### config.mk
export PLATFORM = sky130hd
export DESIGN_NAME = led_seq_ctrl
export DESIGN_NICKNAME = d
export VERILOG_FILES = /design/src/rtl/led_seq_pkg.sv /design/src/rtl/key_debounce.sv /design/src/rtl/led_seq_ctrl.sv
export SDC_FILE = /design/constraint.sdc
export NUM_CORES = 1
export LEC_CHECK = 0
export CORE_ASPECT_RATIO = 1.4
export CORE_UTILIZATION = 38
export DETAILED_ROUTE_END_ITERATION = 10
export DONT_BUFFER_PORTS = 1
export SLEW_MARGIN = 10
export SYNTH_ARGS = -nofsm -noshare
export SYNTH_HDL_FRONTEND = slang
export SYNTH_SLANG_ARGS = --single-unit
### constraint.sdc
create_clock -name clk -period 2.5 [get_ports clk]
set_input_delay 0.25 -clock clk [delete_from_list [all_inputs] [get_ports clk]]
set_output_delay 0.25 -clock clk [all_outputs]
set_load 0.05 [all_outputs]
### src/rtl/led_seq_pkg.sv
// rtl/led_seq_pkg.sv - shared mode encoding and default parameters for the LED sequencer
package led_seq_pkg;

  typedef enum logic [1:0] {
    COUNT = 2'd0,
    SHIFT = 2'd1,
    BLINK = 2'd2,
    HOLD  = 2'd3
  } mode_e;

  localparam int DEF_LEDS_NR         = 6;
  localparam int DEF_INV_BTN         = 0;
  localparam int DEF_PRESCALE_W      = 22;
  localparam int DEF_DEBOUNCE_CYCLES = 65535;

  // Modes cycle COUNT -> SHIFT -> BLINK -> HOLD -> COUNT on each button press.
  function automatic mode_e next_mode(input mode_e m);
    unique case (m)
      COUNT: return SHIFT;
      SHIFT: return BLINK;
      BLINK: return HOLD;
      HOLD:  return COUNT;
    endcase
  endfunction

endpackage

### src/rtl/key_debounce.sv
// rtl/key_debounce.sv - button synchronizer, debouncer and one-cycle press event
module key_debounce
  import led_seq_pkg::*;
#(
  parameter int INV_BTN         = DEF_INV_BTN,
  parameter int DEBOUNCE_CYCLES = DEF_DEBOUNCE_CYCLES
) (
  input  logic clk,
  input  logic rst_i,
  input  logic key_i,
  output logic press_o
);

  localparam logic INV = (INV_BTN != 0);
  localparam int CNT_W = (DEBOUNCE_CYCLES < 2) ? 1 : $clog2(DEBOUNCE_CYCLES + 1);
  localparam logic [CNT_W-1:0] CNT_LAST = CNT_W'(DEBOUNCE_CYCLES - 1);

  logic             sync1_q, sync1_d;
  logic             sync2_q, sync2_d;
  logic             deb_q, deb_d;
  logic             deb_dly_q, deb_dly_d;
  logic [CNT_W-1:0] cnt_q, cnt_d;
  logic             press_q, press_d;

  // Next-state: polarity-normalize then synchronize; accept a level only after it
  // disagrees with the debounced level for DEBOUNCE_CYCLES cycles in a row.
  always_comb begin
    sync1_d   = key_i ^ INV;
    sync2_d   = sync1_q;
    deb_d     = deb_q;
    cnt_d     = '0;
    deb_dly_d = deb_q;
    if (sync2_q != deb_q) begin
      if (cnt_q == CNT_LAST) begin
        deb_d = sync2_q;
      end else begin
        cnt_d = cnt_q + 1'b1;
      end
    end
    // Rising edge of the debounced level, registered so it lasts one cycle.
    press_d = deb_q & ~deb_dly_q;
  end

  // State registers; reset drops all debounce progress so no stale event survives.
  always_ff @(posedge clk or negedge rst_i) begin
    if (!rst_i) begin
      sync1_q   <= 1'b0;
      sync2_q   <= 1'b0;
      deb_q     <= 1'b0;
      deb_dly_q <= 1'b0;
      cnt_q     <= '0;
      press_q   <= 1'b0;
    end else begin
      sync1_q   <= sync1_d;
      sync2_q   <= sync2_d;
      deb_q     <= deb_d;
      deb_dly_q <= deb_dly_d;
      cnt_q     <= cnt_d;
      press_q   <= press_d;
    end
  end

  assign press_o = press_q;

endmodule

### src/rtl/led_seq_ctrl.sv
// rtl/led_seq_ctrl.sv - button-stepped LED pattern sequencer with prescaler
module led_seq_ctrl
  import led_seq_pkg::*;
#(
  parameter int LEDS_NR         = DEF_LEDS_NR,
  parameter int INV_BTN         = DEF_INV_BTN,
  parameter int PRESCALE_W      = DEF_PRESCALE_W,
  parameter int DEBOUNCE_CYCLES = DEF_DEBOUNCE_CYCLES
) (
  input  logic               clk,
  input  logic               rst_i,
  input  logic               key_i,
  output logic [LEDS_NR-1:0] led,
  output logic [1:0]         mode_o,
  output logic               tick_o
);

  logic [PRESCALE_W-1:0] ctr_q, ctr_d;
  mode_e                 state_q, state_d;
  logic [LEDS_NR-1:0]    led_q, led_d;
  logic [LEDS_NR-1:0]    pat_q, pat_d;
  logic                  press;
  logic                  tick;
  logic [LEDS_NR-1:0]    ctr_view;

  key_debounce #(
    .INV_BTN        (INV_BTN),
    .DEBOUNCE_CYCLES(DEBOUNCE_CYCLES)
  ) u_key_debounce (
    .clk    (clk),
    .rst_i  (rst_i),
    .key_i  (key_i),
    .press_o(press)
  );

  assign tick     = &ctr_q;
  assign ctr_view = ctr_q[PRESCALE_W-1 -: LEDS_NR];

  // Next-state and LED datapath: a press changes mode and loads that mode's entry
  // value, taking priority over any tick in the same cycle.
  always_comb begin
    ctr_d   = ctr_q + 1'b1;
    state_d = state_q;
    led_d   = led_q;
    pat_d   = pat_q;
    if (press) begin
      state_d = next_mode(state_q);
      unique case (state_d)
        COUNT: led_d = ctr_view;
        SHIFT: begin
          pat_d = LEDS_NR'(1);
          led_d = LEDS_NR'(1);
        end
        BLINK: led_d = '0;
        HOLD:  led_d = led_q;
      endcase
    end else begin
      unique case (state_q)
        COUNT: led_d = ctr_view;
        SHIFT: begin
          if (tick) begin
            pat_d = {pat_q[LEDS_NR-2:0], pat_q[LEDS_NR-1]};
          end
          led_d = pat_d;
        end
        BLINK: begin
          if (tick) begin
            led_d = ~led_q;
          end
        end
        HOLD:  led_d = led_q;
      endcase
    end
  end

  // State register for mode, prescaler, LED drive and rotating pattern.
  always_ff @(posedge clk or negedge rst_i) begin
    if (!rst_i) begin
      ctr_q   <= '0;
      state_q <= COUNT;
      led_q   <= '0;
      pat_q   <= LEDS_NR'(1);
    end else begin
      ctr_q   <= ctr_d;
      state_q <= state_d;
      led_q   <= led_d;
      pat_q   <= pat_d;
    end
  end

  assign led    = led_q;
  assign mode_o = state_q;
  assign tick_o = tick;

endmodule
; ---- Word level (Yosys, flattened, before mapping)
; Index checks and enable logic that the tools add are counted.
[totals]
n_memories = 0
latch_bits = 0
inputBits = 3
output_inout_bits = 9
mem_bits_rw = 0
wordCells = 46
rom_bits = 0
ff_bits = 57
[classes]
shifts = 0
n_eq_ne = 12
addsub = 2
n_mul = 0
bitwise_logic = 3
reduce_logical = 7
div_mod_pow = 0
n_mux = 12
order_cmp = 0
[op_table]
columns = operator, n
row1 = 6-bit two-way mux, 6
row2 = 6-bit one-hot mux with 3 select lines, 2
row3 = 16-bit two-way mux, 2
row4 = 22-bit by 1-bit adder with 22-bit output (second input constant), 1
row5 = 22-bit AND reduction, 1
row6 = 16-bit by 1-bit adder with 16-bit output (second input constant), 1
row7 = 16-bit == test (second input constant), 1
row8 = 2-bit == test (second input constant), 4
row9 = 2-bit one-hot mux with 4 select lines, 1
row10 = 6-bit NOT, 1
row11 = 2-bit by 1-bit == test with 1-bit output (second input constant), 2
row12 = 2-bit logical NOT, 2
row13 = 2-bit != test (second input constant), 2
row14 = 2-bit AND reduction, 2
row15 = 3-bit by 2-bit != test with 1-bit output (second input constant), 1
row16 = 3-bit AND reduction, 1
row17 = 2-bit two-way mux, 1
row18 = 2-bit by 1-bit != test with 1-bit output (second input constant), 1
row19 = 2-bit nonzero test, 1
row20 = 1-bit bitwise AND, 1
row21 = 1-bit != test, 1
row22 = 1-bit NOT, 1

; ---- Longest topological paths before layout
; Gate-level depths: netlist (run 1).
[logic_depth]
word_depth = 6
mapped_depth = 8
depth_no_buf = 7

; ---- Cells and area by module
; Synthesis (run 1) repeated with hierarchy kept, for this count alone.
[hier_totals]
hier_cells = 271
hier_area_um2 = 2922.8
[by_module_without_submodules]
columns = mod, seq_area_each_um2, n_inst, cells_each, area_each_um2
row1 = led_seq_ctrl, 902.1, 1, 185, 1928.1
row2 = key_debounce, 525.5, 1, 86, 994.7

; ---- Worst setup path after synthesis (run 1)
; OpenSTA, ideal clock, no wires.
[synth_timing]
kind = flip-flop to flip-flop
start = reg state_q[0], in the netlist mode_o[0]
end = reg led_q[1], in the netlist led[1]
setup_slack_ns = 0.198
path_buffers = 1
period_less_slack_ns = 2.302
setup_ns = 0.101
t_arrival_ns = 2.201
stages_incl_launch_ff = 9
required_ns = 2.399
path_cell_list = dfrtp_1 inv_1 ha_1 clkbuf_1 nor2_1 xor2_1 a21oi_1 and2_1 o32ai_1
[synth_via]
elab_chain_cells = 6
word_cells_on_any_way = 17
cone_classes = eq/ne (9) / mux (5) / reduce/logical (3)
[synth_rtl]
columns = item, line
row1 = from (decl), led_seq_ctrl.sv:19  ; mode_e state_q, state_d;
row2 = from (signal assigned), led_seq_ctrl.sv:85  ; state_q <= state_d;
row3 = "2-bit == test, or another cell as far along", "led_seq_pkg.sv:18, led_seq_ctrl.sv:58"
row4 = 2-bit one-hot mux with 4 select lines, led_seq_pkg.sv:18  ; unique case (m)
row5 = 2-bit two-way mux, led_seq_ctrl.sv:46  ; if (press) begin
row6 = "2-bit == test, or another cell as far along", led_seq_ctrl.sv:48  ; unique case (state_d)
row7 = 6-bit one-hot mux with 3 select lines or 2-bit != test (tied branches), -
row8 = 6-bit two-way mux or 3-bit AND reduction (tied branches), -
row9 = to (signal assigned), led_seq_ctrl.sv:86  ; led_q <= led_d;
row10 = to (decl), led_seq_ctrl.sv:20  ; logic [LEDS_NR-1:0] led_q, led_d;
; Several ways; a longest one is shown, not always the timed one. The select of a mux whose other input is x is not followed.
; A chain may end at the register's enable or synchronous reset.

; ---- Worst setup path after layout (run 1)
[layout_timing]
start = reg ctr_q[16]
end = out tick_o
[layout_via]
elab_chain_cells = 1
[layout_rtl]
columns = item, line
row1 = from (decl), led_seq_ctrl.sv:18  ; logic [PRESCALE_W-1:0] ctr_q, ctr_d;
row2 = from (signal assigned), led_seq_ctrl.sv:84  ; ctr_q <= ctr_d;
row3 = 22-bit AND reduction, led_seq_ctrl.sv:36  ; assign tick = &ctr_q;
row4 = to (decl), led_seq_ctrl.sv:15  ; output logic tick_o
; No other way between the ends.

==> results of run 1 <==
[path summary, 6_finish.rpt]
kind,start,end,slack (ns),cells after the start
hold / removal,u_key_debounce.sync1_q$_DFF_PN0_,u_key_debounce.sync2_q$_DFF_PN0_,0.35,0
hold reg to reg,u_key_debounce.sync1_q$_DFF_PN0_,u_key_debounce.sync2_q$_DFF_PN0_,0.35,0
min in group asynchronous,rst_i,led[0]$_DFFE_PN0P_,0.46,2
setup reg to reg,ctr_q[0]$_DFF_PN0_,led[3]$_DFFE_PN0P_,0.46,6
max in group asynchronous,rst_i,pat_q[0]$_DFFE_PN1P_,1.74,2
setup / recovery,ctr_q[16]$_DFF_PN0_,tick_o,0.27,5
[cell usage in the layout (no fill, tap or decap), types with 7 or more instances in the layout]
cell type / Yosys / routed
dfrtp_1: 56 / 56
nor2_1: 35 / 35
nand2_1: 23 / 23
xnor2_1: 22 / 22
inv_1: 15 / 15
nand4_1: 14 / 14
xor2_1: 14 / 14
nand3_1: 11 / 11
clkbuf_8: 0 / 10
o21ai_0: 8 / 8
ha_1: 8 / 8
nor3_1: 7 / 7
[area by class of cell]
class	count	area (sq um)
inverters	15	56.3
well taps	97	121
multi-input cells	210	1370
fillers	702	4100
flip-flops and latches	57	1430
repair buffers	9	92.6
clock buffers	10	138
clock inverters	5	56.3
[state kept, by name (all words and copies together), names as in the netlist]
signal	count
led	6
u_key_debounce.cnt_q	16
u_key_debounce.sync2_q	1
u_key_debounce.sync1_q	1
ctr_q	22
pat_q	6
mode_o	2
u_key_debounce.press_o	1
u_key_debounce.deb_dly_q	1
u_key_debounce.deb_dly_d	1
[cells by family after synthesis]
logic type / after synthesis
xor gates and xnor gates: 36
and+or+nand+nor: 120
muxes: 4
adders and majority gates: 8
DFF: 57
AOI/OAI and AO/OA: 42
buffers and inverters: 25
[through the flow]
step	total power, mW	instances	utilization	hold slack, ns	cell area [sq um]
global route	1.90	403	0.442	0.362	3260
floorplan	0.963	292	-	-0.0456	2900
CTS	1.85	403	0.442	0.353	3260
finish	1.82	403	0.442	0.349	3260
global placement	0.965	385	0.409	-0.0446	3010
detailed placement	0.966	385	0.409	-0.0446	3010
[layer usage]
layer | routed length [um] | global-route usage | part of all wire
met4 | 193 | 0.102 | 0.035
met2 | 2880 | 0.267 | 0.52
met5 | 0 | 0 | 0
met1 | 2310 | 0.179 | 0.41
met3 | 201 | 0.0488 | 0.036
[worst register-to-register path, delay by kind of cell, from the launching register on]
family	cells	cell delay [ns]
AND/OR/NAND/NOR	4	1.04
flip-flops	1	0.36
AO/OA/AOI/OAI	1	0.31
adder cells (fa/ha/maj)	1	0.22
[what timing repair did]
item / in CTS / in global routing
endpoints found under the setup margin: 0 / 1
resized for setup: 0 / 1
hold buffers: 3 / 0
endpoints found under the hold margin: 58 / 0
[power by group through the flow]
stage	clock network, mW	logic, mW	registers (mW)
floorplan	0	0.0135	0.950
global placement	0	0.0149	0.950
detailed placement	0	0.0153	0.950
CTS	0.874	0.0417	0.933
global route	0.919	0.0465	0.933
finish	0.843	0.0393	0.933
==> results.cfg, run 1 <==
[status]
status = complete, no violations

[pwr]
p_int_mw = 1.42
power.switching_mw = 0.396
pwr-share-comb = 0.022
total_leakage_power_nw = 1.35
swShare = 0.218
power_frac_clock = 0.464
p_seq_frac = 0.514
pwr_density_cell_nw_per_um2 = 557
max-vdd-ir-drop_uv = 327

[yosys]
avgSynthCellArea_sq_um = 9.93
syn-cell-area_sq_um = 2900
ys_ff_latch = 57
synth_cells = 292
synth-xor-area-share = 0.109
synth_top_cell_area_share = 0.483
synth-compound-area-share = 0.102
synth-edff-count = 0
synth_warnings = 0
synth_nets = 303
synthArstFlopShare = 1.00
ys_types = 41
synth-main-ff-cell = dfrtp_1
synth_most_common_cell = dfrtp_1
ys_top_cells_by_count = 56 x dfrtp_1, 35 x nor2_1, 23 x nand2_1
synth_top_family_by_area = simple AND/OR/NAND/NOR gates
synthAdderAreaFrac = 0.0345
synthTopCellsByArea = dfrtp_1 48%, xnor2_1 6.6%, nor2_1 4.5%
synthSimpleGateAreaFrac = 0.209
yosysSeqAreaShare = 0.492
yosysTopAreaCell = dfrtp_1
muxShareOfSynthArea = 0.0155

[sta]
period_needed_ns = 2.23
slew_violations = 0
worst_slew_pin_slew_ns = 0.755
setup_slack_ns = 0.269
hold_viol_final = 0
max_freq_ghz = 0.448
tns_ns = 0
clock_skew_ns = 0.0126
finalSetupViolations = 0
slew_headroom = 0.497
grt_setup_unrepaired = false
post-route-period-util = 0.892

[worst_setup_path]
critPathTopFamily = simple AND/OR/NAND/NOR gates
end_kind = output pin
start_kind = flop
worstSetupPathType = flop to output pin
critPathRequiredTime_ns = 2.25
critPathMaxFanout = 10
cp.arrival_ns = 1.98
slowest_delay_ns = 0.44
crit_buf_inv = 1
path_cells = and4_1, and4_2, nand2_1, nor2_1, buf_4
cp_slowest_cell = dfrtp_1

[clocking]
ctsHtreeMaxLevel = 3
clock_sinks = 57
insertion_delay_ns = 0.33
cts.clk_slew.worst_paths_ns = 0.07
post_cts.repair.setup_buffers = 0
cts_tree = yes
cts_root_buffer = clkbuf_8
numCtsBuffers = 9
clockBufferDepth = 2

[grt]
grt_max_degree = 58
grt-ovfl-total = 0
antenna_found_initial = 0
grt_pass1_wl_um = 9800
track_usage = 0.163
grt_pass1_vias = 2211

[placement]
globalplace.congestion = 0.894
place_ws_ns = 0.470
dp_hpwl_um = 3890
port_buffers = 0

[finish]
drive_above_1_share = 0.101
layout.nets = 313
area_growth_pct = 12.3
diodes = 0

[route]
routedWlPerCell_um = 13.9
ant_nets = 0
drc = 0
dr.pass1.iters = 4
routed_wl_um = 5590
drt_iter0_drc = 105
dr_total_vias = 2103
viasPerCell = 5.22

[floorplanning]
coreArea_sq_um = 7360
die_w_um = 75.8
io_pins = 12
start_util = 0.394
die_h_um = 105
row_count = 37
dieArea_sq_um = 7990

[flow_run]
cap_violations = 0

[worst_hold_path]
hold_class = flop to flop
Power figures use the tool's default switching activity.
==> run 2: changes to the inputs <==
Settings changed: CORE_UTILIZATION 38 to 60, PLACE_DENSITY set to 0.76.
==> run 2 against run 1 <==
Effect of this change:
- fmax is 2.7% lower
- via count is 3.3% higher
- non-clock buffer count is 1 lower
- sequential cell count stayed put
- cell count is 8.7% lower
==> results.cfg, run 2 (synthesis results as in run 1) <==
[route]
drt_iter0_drc = 259
routedWlPerCell_um = 15.2
met2WireLength_um = 3020
dr.pass1.iters = 5
ant_nets = 0
routed_wl_um = 5600
dr_total_vias = 2173
viasPerCell = 5.90
drt-met1-wl_um = 2220
drc = 0
dr_wl_met3_um = 217
highest_layer = met4

[floorplanning]
dieArea_sq_um = 5120
coreArea_sq_um = 4570
row_count = 29
die_w_um = 60.8
start_util = 0.634
io_pins = 12
die_h_um = 84.3

[finish]
largest_register_ffs = 22
reg_top3 = ctr_q (22), u_key_debounce.cnt_q (16)
top_register = ctr_q
layout_commonest_cell = dfrtp_1
multiInputGateArea_sq_um = 1370
seqCellArea_sq_um = 1430
diodes = 0
layout_common_cells = 56 x dfrtp_1, 35 x nor2_1, 23 x nand2_1
drive_above_1_share = 0.101
layout.nets = 312
area_growth_pct = 13.4
fill_cells = 360

[pwr]
total_leakage_power_nw = 1.39
pwr_density_cell_nw_per_um2 = 653
max-vdd-ir-drop_uv = 690
report.power.total_mw = 2.15

[grt]
grt-ovfl-total = 0
grt_pass1_wl_um = 9670
grt_max_degree = 58
grt_pass1_vias = 2184
antenna_found_initial = 0
track_usage = 0.254

[worst_setup_path]
end_kind = output pin
start_kind = flop
worstSetupPathType = flop to output pin
critPathRequiredTime_ns = 2.25
critPathMaxFanout = 10
cp.arrival_ns = 2.04

[sta]
grt_setup_unrepaired = false
slew_violations = 0
clock_skew_ns = 0.00613
tns_ns = 0
max_freq_ghz = 0.436
finalSetupViolations = 0
worst_slew_pin_slew_ns = 0.790
period_needed_ns = 2.29
fin_hold_ws_ns = 0.347
slew_headroom = 0.473
hold_viol_final = 0
post-route-period-util = 0.917

[clocking]
ctsHtreeMaxLevel = 3
cts.clk_slew.worst_paths_ns = 0.07
insertion_delay_ns = 0.33
clockBufferDepth = 2
cts_tree = yes
post_cts.repair.setup_buffers = 0
cts_root_buffer = clkbuf_8
numCtsBuffers = 9
clock_sinks = 57

[worst_hold_path]
hold_class = flop to flop

[placement]
globalplace.congestion = 0.879
dp_hpwl_um = 3820
port_buffers = 0

[flow_run]
cap_violations = 0

[status]
status = complete, no violations
-- run 2: worst paths after layout --
path,startpoint,to,slack (ns),cells past startpoint
worst min-delay path,u_key_debounce.sync1_q$_DFF_PN0_,u_key_debounce.sync2_q$_DFF_PN0_,0.35,0
worst min register to register,u_key_debounce.sync1_q$_DFF_PN0_,u_key_debounce.sync2_q$_DFF_PN0_,0.35,0
min in group asynchronous,rst_i,ctr_q[19]$_DFF_PN0_,0.43,2
worst max-delay path,ctr_q[16]$_DFF_PN0_,tick_o,0.21,5
max in group asynchronous,rst_i,pat_q[0]$_DFFE_PN1P_,1.76,2
worst max register to register,ctr_q[0]$_DFF_PN0_,led[2]$_DFFE_PN0P_,0.41,6
-- run 2: critical path, stage by stage, from the launching register on --
cell and delay, ns:
dfrtp_1 0.50, and4_1 0.31, and4_2 0.39, nand2_1 0.15, nor2_1 0.15, buf_4 0.21
-- run 2: layout make-up --
type | instances | area share
sequential | 57 | 0.434
multi-input combinational | 210 | 0.415
clock buffer | 11 | 0.0460
clock inverter | 5 | 0.0381
timing repair buffer | 8 | 0.0259
tap | 62 | 0.0236
inverter | 15 | 0.0171
-- run 2: metal layers --
metal | up-vias | global-route usage
li1 | 1042 | -
met1 | 1052 | 0.298
met2 | 65 | 0.420
met3 | 14 | 0.0586
met4 | 0 | 0.132
met5 | - | 0
-- run 2: what timing repair did --
| action | 4_1_cts | 5_1_grt |
|---|---|---|
| endpoints found under the hold margin | 58 | 0 |
| hold buffers | 3 | 0 |
| gates resized for setup | 0 | 1 |
| endpoints found under the setup margin | 0 | 1 |
-- run 2: report_power, final --
part / total (mW) / switching, mW / internal [mW]
Clock: 1.18 / 0.360 / 0.816
Combinational: 0.0381 / 0.0267 / 0.0114
Sequential: 0.934 / 0.00558 / 0.928
-- run 2: metrics by stage --
stage | area [sq um] | utilization | worst slack [ns] | instances
final | 3290 | 0.719 | 0.206 | 368
after global routing | 3290 | 0.719 | 0.115 | 368
after CTS | 3290 | 0.719 | 0.144 | 368
after detailed placement | 2960 | 0.648 | 0.447 | 349
after global placement | 2960 | 0.648 | 0.533 | 349
after floorplan | 2900 | - | 0.198 | 292
==> run 3: changes to the inputs <==
Settings changed: RECOVER_POWER set to 25.
==> run 3 against run 2 <==
Effect of this change:
- first-iteration DRC count rose by 0.77%
- utilization decreased by 0.49 points
- clock power about the same
- final area decreased by 0.68%
- worst hold slack about the same
- cell count unchanged
- clock-buffer cell count is the same
- non-clock buffer count unchanged
- fmax is 0.23% higher
- power fell by 0.19%
- critical endpoint unchanged
==> results.cfg, run 3 (synthesis results as in run 1) <==
[status]
status = complete, no violations

[finish]
fin_area_sq_um = 3270
top_register = ctr_q
diodes = 0
largest_register_ffs = 22
layout.nets = 312
fill_cells = 363
reg_top3 = ctr_q (22), u_key_debounce.cnt_q (16)
area_growth_pct = 12.6
drive_above_1_share = 0.101
seqCellArea_sq_um = 1430
layout_commonest_cell = dfrtp_1
utilization = 0.714
multiInputGateArea_sq_um = 1370
layout_common_cells = 56 x dfrtp_1, 35 x nor2_1, 23 x nand2_1

[clocking]
post_cts.repair.setup_buffers = 0
ctsHtreeMaxLevel = 3
cts.clk_slew.worst_paths_ns = 0.07
clock_sinks = 57
cts_tree = yes
numCtsBuffers = 9
clockBufferDepth = 2
insertion_delay_ns = 0.33
cts_root_buffer = clkbuf_8

[sta]
slew_violations = 0
grt_setup_unrepaired = false
slew_headroom = 0.0996
tns_ns = 0
post-route-period-util = 0.915
hold_viol_final = 0
worst_slew_pin_slew_ns = 1.35
max_freq_ghz = 0.437
clock_skew_ns = 0.00553
period_needed_ns = 2.29
finalSetupViolations = 0

[grt]
grt_max_degree = 58
grt-ovfl-total = 0
grt_pass1_vias = 2184
antenna_found_initial = 0
track_usage = 0.254
grt_pass1_wl_um = 9670

[worst_setup_path]
start_kind = flop
end_kind = output pin
critPathRequiredTime_ns = 2.25
cp.arrival_ns = 2.04
r2r_start = ctr_q[0]$_DFF_PN0_
ff2ff_path_depth = 6
critPathMaxFanout = 10
r2r_end = led[2]$_DFFE_PN0P_
worstSetupPathType = flop to output pin
reg2reg_slack_ns = 0.41
crit_start = ctr_q[16]$_DFF_PN0_

[route]
ant_nets = 0
routedWlPerCell_um = 15.3
drt_iter0_drc = 261
met2WireLength_um = 3010
routed_wl_um = 5640
drc = 0
viasPerCell = 5.91
dr_wl_met3_um = 233
highest_layer = met4
dr.pass1.iters = 4
drt-met1-wl_um = 2250
dr_total_vias = 2176

[pwr]
pwr_density_cell_nw_per_um2 = 656
report.power.total_mw = 2.14
max-vdd-ir-drop_uv = 691
total_leakage_power_nw = 1.38

[placement]
dp_hpwl_um = 3820
place_area_sq_um = 2960
globalplace.congestion = 0.879
port_buffers = 0

[flow_run]
cap_violations = 0

[floorplanning]
die_w_um = 60.8
die_h_um = 84.3
row_count = 29
start_util = 0.634
io_pins = 12
coreArea_sq_um = 4570
dieArea_sq_um = 5120

[worst_hold_path]
min_to = u_key_debounce.sync2_q$_DFF_PN0_
hold_class = flop to flop
worstHoldStart = u_key_debounce.sync1_q$_DFF_PN0_
hold_depth = 0
==> run 3: cell types whose count changed in the layout (fill, tap and decap cells not counted) <==
cell      previous run  this run
clkbuf_2             0         1
buf_16               1         0
==> run 3: layout make-up <==
type,instances,area share
clock inverter,5,0.0383
inverter,15,0.0172
tap,62,0.0238
multi-input combinational,210,0.418
clock buffer,11,0.0464
sequential,57,0.437
timing repair buffer,8,0.0192
==> run 3: worst max path at each step <==
stage | to | slack, ns | depth (start not counted)
global route | tick_o | 0.12 | 5
CTS | tick_o | 0.14 | 5
global placement | led[1]$_DFFE_PN0P_ | 0.53 | 6
finish | tick_o | 0.21 | 5
detailed placement | led[2]$_DFFE_PN0P_ | 0.45 | 6
floorplan | led[1]$_DFFE_PN0P_ | 0.20 | 8
==> run 3: critical path, stage by stage, from the launching register on <==
cell and delay (ns):
dfrtp_1 0.50, and4_1 0.31, and4_2 0.39, nand2_1 0.15
nor2_1 0.15, buf_4 0.21
==> run 3: timing repair <==
action | in CTS | in global routing
resized for setup | 0 | 1
hold buffers | 3 | 0
hold endpoints to repair | 58 | 0
endpoints found under the setup margin | 0 | 1
==> run 3: layer usage <==
metal,up-vias,global-route usage
met5,-,0
met4,0,0.132
met3,14,0.0586
met2,68,0.420
met1,1051,0.298
li1,1043,-
==> run 3: stage by stage <==
step | setup slack, ns | std cells | hold slack [ns]
3_3_place_gp | 0.533 | 349 | -0.0441
4_1_cts | 0.144 | 368 | 0.354
3_5_place_dp | 0.447 | 349 | -0.0441
5_1_grt | 0.115 | 368 | 0.359
6_report | 0.211 | 368 | 0.347
2_1_floorplan | 0.198 | 292 | -0.0456
==> run 3: report_power, final <==
part | leakage (nW) | internal (mW) | total [mW] | switching [mW]
Sequential | 0.771 | 0.928 | 0.934 | 0.00561
Clock | 0.140 | 0.816 | 1.18 | 0.361
Combinational | 0.470 | 0.00740 | 0.0333 | 0.0259
